$ cat config.mk
export PLATFORM = sky130hd
export DESIGN_NAME = vga_sync_gen
export DESIGN_NICKNAME = d
export VERILOG_FILES = /design/src/rtl/vga_pkg.sv /design/src/rtl/wrap_counter.sv /design/src/rtl/vga_sync_gen.sv
export SDC_FILE = /design/constraint.sdc
export NUM_CORES = 1
export LEC_CHECK = 0
export CAP_MARGIN = 20
export CELL_PAD_IN_SITES_DETAIL_PLACEMENT = 0
export CELL_PAD_IN_SITES_GLOBAL_PLACEMENT = 2
export CORE_ASPECT_RATIO = 2
export CORE_MARGIN = 2
export CORE_UTILIZATION = 33
export CTS_CLUSTER_DIAMETER = 30
export DETAILED_ROUTE_END_ITERATION = 10
export DONT_BUFFER_PORTS = 1
export PLACE_DENSITY_LB_ADDON = 0.05
export SYNTH_ARGS = -nofsm -noshare
export SYNTH_HDL_FRONTEND = slang
export SYNTH_SLANG_ARGS = --single-unit
$ cat constraint.sdc
create_clock -name clock -period 1.99 [get_ports clock]
set_clock_uncertainty 0.05 [all_clocks]
set_input_delay 0.4975 -clock clock [delete_from_list [all_inputs] [get_ports clock]]
set_output_delay 0.4975 -clock clock [all_outputs]
set_load 0.01 [all_outputs]
$ cat src/rtl/vga_pkg.sv
// vga_pkg: shared VGA coordinate type, default 640x480@60 timing and a span helper
package vga_pkg;

    typedef logic [9:0] coord_t;

    localparam int VGA_H_VISIBLE = 640;
    localparam int VGA_H_FP      = 16;
    localparam int VGA_H_SYNC    = 96;
    localparam int VGA_H_BP      = 48;
    localparam int VGA_V_VISIBLE = 480;
    localparam int VGA_V_FP      = 10;
    localparam int VGA_V_SYNC    = 2;
    localparam int VGA_V_BP      = 33;

    localparam int VGA_H_TOTAL = VGA_H_VISIBLE + VGA_H_FP + VGA_H_SYNC + VGA_H_BP;
    localparam int VGA_V_TOTAL = VGA_V_VISIBLE + VGA_V_FP + VGA_V_SYNC + VGA_V_BP;

    // true when lo <= v < lo + len
    function automatic logic in_span(input coord_t v, input int lo, input int len);
        return (int'(v) >= lo) && (int'(v) < lo + len);
    endfunction

endpackage

$ cat src/rtl/wrap_counter.sv
// wrap_counter: enabled up-counter 0..MAX with a combinational wrap flag
module wrap_counter #(
    parameter int MAX   = 1,
    parameter int WIDTH = 1
) (
    input  logic             clock,
    input  logic             reset,
    input  logic             en,
    output logic [WIDTH-1:0] count,
    output logic             wrap
);

    assign wrap = en && (count == WIDTH'(MAX));

    // advance on en, returning to zero after MAX
    always_ff @(posedge clock) begin
        if (reset)
            count <= '0;
        else if (en)
            count <= wrap ? '0 : count + WIDTH'(1);
    end

endmodule

$ cat src/rtl/vga_sync_gen.sv
// vga_sync_gen: VGA timing generator (pixel strobe, position, syncs, blank, frame pulse)
// Optional VGA_FRAME_COUNT_EN adds a 16-bit frame_count that steps with frame_start.
module vga_sync_gen
    import vga_pkg::*;
#(
    parameter int CLK_DIV   = 2,
    parameter int H_VISIBLE = VGA_H_VISIBLE,
    parameter int H_FP      = VGA_H_FP,
    parameter int H_SYNC    = VGA_H_SYNC,
    parameter int H_BP      = VGA_H_BP,
    parameter int V_VISIBLE = VGA_V_VISIBLE,
    parameter int V_FP      = VGA_V_FP,
    parameter int V_SYNC    = VGA_V_SYNC,
    parameter int V_BP      = VGA_V_BP
) (
    input  logic        clock,
    input  logic        reset,
    output logic        pix_en,
    output coord_t      col,
    output coord_t      row,
    output logic        HS,
    output logic        VS,
    output logic        blank,
    output logic        frame_start
`ifdef VGA_FRAME_COUNT_EN
    ,
    output logic [15:0] frame_count
`endif
);

    localparam int H_TOTAL = H_VISIBLE + H_FP + H_SYNC + H_BP;
    localparam int V_TOTAL = V_VISIBLE + V_FP + V_SYNC + V_BP;
    localparam int DIV_W   = $clog2(CLK_DIV) + 1;

    logic [DIV_W-1:0] div_cnt;
    logic             div_wrap;
    logic             h_wrap;
    logic             v_en;
    logic             v_wrap;
    coord_t           col_next;
    coord_t           row_next;
    logic             div_unused;

    // the divider phase itself is not needed outside the strobe
    assign div_unused = ^div_cnt;
    assign v_en       = h_wrap & pix_en;

    wrap_counter #(.MAX(CLK_DIV - 1), .WIDTH(DIV_W)) u_div (
        .clock(clock),
        .reset(reset),
        .en   (1'b1),
        .count(div_cnt),
        .wrap (div_wrap)
    );

    wrap_counter #(.MAX(H_TOTAL - 1), .WIDTH(10)) u_h (
        .clock(clock),
        .reset(reset),
        .en   (pix_en),
        .count(col),
        .wrap (h_wrap)
    );

    wrap_counter #(.MAX(V_TOTAL - 1), .WIDTH(10)) u_v (
        .clock(clock),
        .reset(reset),
        .en   (v_en),
        .count(row),
        .wrap (v_wrap)
    );

    // position the counters will hold after this edge, so decode lines up with row/col
    always_comb begin
        col_next = h_wrap ? '0 : pix_en ? col + 10'd1 : col;
        row_next = v_wrap ? '0 : v_en ? row + 10'd1 : row;
    end

    // registered strobe, syncs, blank and frame pulse
    always_ff @(posedge clock) begin
        if (reset) begin
            pix_en      <= 1'b0;
            HS          <= 1'b1;
            VS          <= 1'b1;
            blank       <= 1'b0;
            frame_start <= 1'b0;
        end else begin
            pix_en      <= div_wrap;
            HS          <= !in_span(col_next, H_VISIBLE + H_FP, H_SYNC);
            VS          <= !in_span(row_next, V_VISIBLE + V_FP, V_SYNC);
            blank       <= (col_next >= 10'(H_VISIBLE)) || (row_next >= 10'(V_VISIBLE));
            frame_start <= v_wrap;
        end
    end

`ifdef VGA_FRAME_COUNT_EN
    // frame counter steps on the same edge that raises frame_start
    always_ff @(posedge clock) begin
        if (reset)
            frame_count <= '0;
        else if (v_wrap)
            frame_count <= frame_count + 16'd1;
    end
`endif

endmodule

==> key figures <==
Drt
  • Vias: approximately 1300
  • Drt pass-1 iters: 4
  • Post-DR wirelength/cell: about 16 µm
  • Via/cell ratio: roughly 5.2
  • DRT iter0 DRCs: 16
  • Total Wirelength: between 3000 and 4000 µm
  • Antenna-violating nets left: 0
  • Drt drc: 0

Finish
  • Post-Route Utilization: 0.438
  • Fin nets: a little over 200
  • Layout area overhead: 26.2%
  • Share of cells above drive strength 1: 0.297
  • Multi-input gate area: around 850 µm²
  • FF+latch area: between 500 and 600 µm²
  • Fill cells: 436
  • N_diodes: 0

Critical path
  • Worst path bufs/invs: 0
  • Critical path class: flop to flop
  • Top Family by Delay on Critical Path: simple AND/OR/NAND/NOR gates
  • FF-to-FF Start: u_h.count[7]
  • CP arrival: between 2000 and 2500 ps
  • CP Max Fanout: 4
  • Critical Path End Type: flop
  • CP startpoint kind: flop
  • Required time of the critical path: ~2100 ps
  • R2r setup slk: roughly 37 ps
  • Cells along the critical path: nor3_4, and4_4, nand2_1, or4_1, a21boi_1, nand4_1
  • Slowest CP cell: or4_1
  • R2R Path End: VS
  • Worst reg2reg path depth: 6
  • Largest stage delay, worst path: 500 ps

Die
  • Die area: ~0.0049 mm²
  • Core ar.: about 0.0041 mm²
  • Die H: slightly below 100 µm
  • Starting Density: 0.347
  • Floorplan row count: 33
  • I/O Pins: 27
  • Width of the die: around 51 µm

Synth
  • Mapped Cells: 163
  • Post-Syn Area: between 0.001 and 0.0015 mm²
  • Ys flop type: dfxtp_1
  • Post-synth EDFFs: 0
  • Post-synthesis sequential area ratio: 0.378
  • Seq cells post-synth: 27
  • Avg Cell Area, Syn: ~8.8 µm²
  • Async set-reset flop share out of synthesis: 0
  • Distinct cells, synth: 43
  • Synth Net Count: about 170
  • Ys Warns: 0

Clock tree
  • CTS Hold Buffers Added: 0
  • Clock root cell: clkbuf_8
  • Clock Sinks: 27
  • CTS tree: done
  • Clock Latency Late Sink: between 200 and 300 ps
  • CTS Buf Count: 3
  • H-Tree Depth: 1
  • CTS Buffer Depth: 2
  • Clock-pin slew on the worst setup and hold paths: 100 ps

STA
  • Endpoints failing hold: 0
  • RSZ-0062 raised after global routing: true
  • Setup ws final: between 30 and 40 ps
  • Final setup violation count: 0
  • Relative slew slack: 0.741
  • Pins Over Slew Limit: 0
  • Max Fclk: between 500 and 600 MHz
  • Slew at the pin closest to its max-slew limit: just under 400 ps
  • Final Cycle Share: 0.981
  • Post-layout min period: 1950 ps

GRT
  • GRT Total Usage: 0.167
  • Grt total ovfl: 0
  • Largest net degree at the start of global routing: 16
  • First-pass GRT wire length: just over 6000 µm
  • Vias in the first global route: ~1300
  • Initial antenna violation count: 0

Power and ir drop
  • Maximum VDD drop: between 0.2 and 0.3 mV
  • Total power: between 0.0009 and 0.001 W
  • Pleak: between 0.7 and 0.8 nW
  • Power density over the cells: just over 500 mW/mm²

Place
  • HPWL after detailed placement: 3190 µm
  • DP Worst Slack: -77.8 ps
  • Gpl congestion: slightly below 0.9
  • PortBufs: 0

Hold path
  • Worst Hold Class: input pin to flop
  • Worst hold stages: 1
  • Hold Crit Start: reset
  • WHS Endpoint: u_v.count[3]

Status
  • Run status: complete, no violations

Run
  • Max cap viols: 0
[power by group]
group / switching [W] / internal (W) / total, W
registers: 0.00000483 / 0.000550 / 0.000555
clock network: 0.000175 / 0.000144 / 0.000318
logic: 0.0000264 / 0.0000217 / 0.0000481
total: 0.000206 / 0.000715 / 0.000921
[worst register-to-register path, stage by stage, from the launching register on]
cell and delay [ps]:
dfxtp_1 350, nor3_4 270, and4_4 300, nand2_1 70
or4_1 500, a21boi_1 180, nand4_1 110
[cells in the mapped netlist (2+ instances only)]
cell / n / share of area
o21ai_0: 5 / 0.017
mux2i_1: 2 / 0.014
nand3_1: 4 / 0.014
nor4_4: 2 / 0.030
buf_2: 2 / 0.0070
o21bai_1: 2 / 0.010
a21oi_1: 7 / 0.024
nand4b_1: 2 / 0.012
nand2_1: 12 / 0.031
clkbuf_2: 3 / 0.010
nor2b_1: 3 / 0.013
inv_1: 6 / 0.016
ha_1: 4 / 0.035
xnor2_1: 10 / 0.061
and2_1: 3 / 0.013
clkbuf_1: 2 / 0.0052
xor2_1: 4 / 0.024
nand3b_1: 2 / 0.010
nor3_1: 6 / 0.021
a31oi_1: 3 / 0.013
nor2_1: 24 / 0.063
dfxtp_1: 27 / 0.38
and4_4: 2 / 0.016
and3_1: 3 / 0.013
nand4_1: 5 / 0.022
[logic make-up after synthesis]
kind of cell | synth area share
AND/OR/NAND/NOR | 0.338
flip-flops | 0.378
AO/OA/AOI/OAI | 0.106
XOR/XNOR | 0.0857
buffers and inverters | 0.0437
adder cells (fa/ha/maj) | 0.0350
multiplexers | 0.0140
[routing by layer]
layer	wire length, µm	GRT usage	part of all wire
met1	1400	0.151	0.35
met3	151	0.0338	0.038
met4	176	0.0936	0.044
met2	2230	0.321	0.56
met5	0	0	0
[metrics by stage]
step	area [µm²]	hold WS, ps	cells	TNS (ps)
after floorplan	1430	358	163	0
after global placement	1710	360	240	-40.5
after detailed placement	1710	366	240	-77.8
after CTS	1760	225	244	0
after global routing	1810	215	247	-32.5
final	1810	229	247	0
[layout by cell type (no fill, tap or decap), drive strengths merged, types with 5 or more instances in the layout]
master / count
nand2: 12
o21ai: 5
nor2: 24
xnor2: 10
dfxtp: 27
nor3: 7
inv: 6
nand4: 6
buf: 36
a21oi: 7
[how the worst max path moves through the flow]
stage | startpoint | endpoint | cells after the start
after CTS | u_v.count[4] | blank | 6
after detailed placement | u_v.count[0] | blank | 8
after global routing | u_v.count[1] | blank | 8
after floorplan | pix_en | VS | 7
after global placement | u_v.count[1] | blank | 8
final | u_h.count[7] | VS | 6
[cell type report]
class	instances	share of cell area
clock buffers	4	0.0249
multi-input cells	122	0.473
well taps	52	0.0360
flip-flops and latches	27	0.304
repair buffers	36	0.150
inverters	6	0.0125
[flip-flops by register name, summed over array words and instances, names as in the netlist]
register	flops
HS	1
VS	1
blank	1
frame_start	1
pix_en	1
u_div.count	2
u_h.count	10
u_v.count	10
[what timing repair did]
| action | CTS | global route |
|---|---|---|
| gates resized for setup | 1 | 11 |
| setup buffers | 0 | 3 |
| setup endpoints to repair | 1 | 2 |
| pin swaps | 1 | 8 |
No activity file was read; power rests on OpenSTA's default activity.
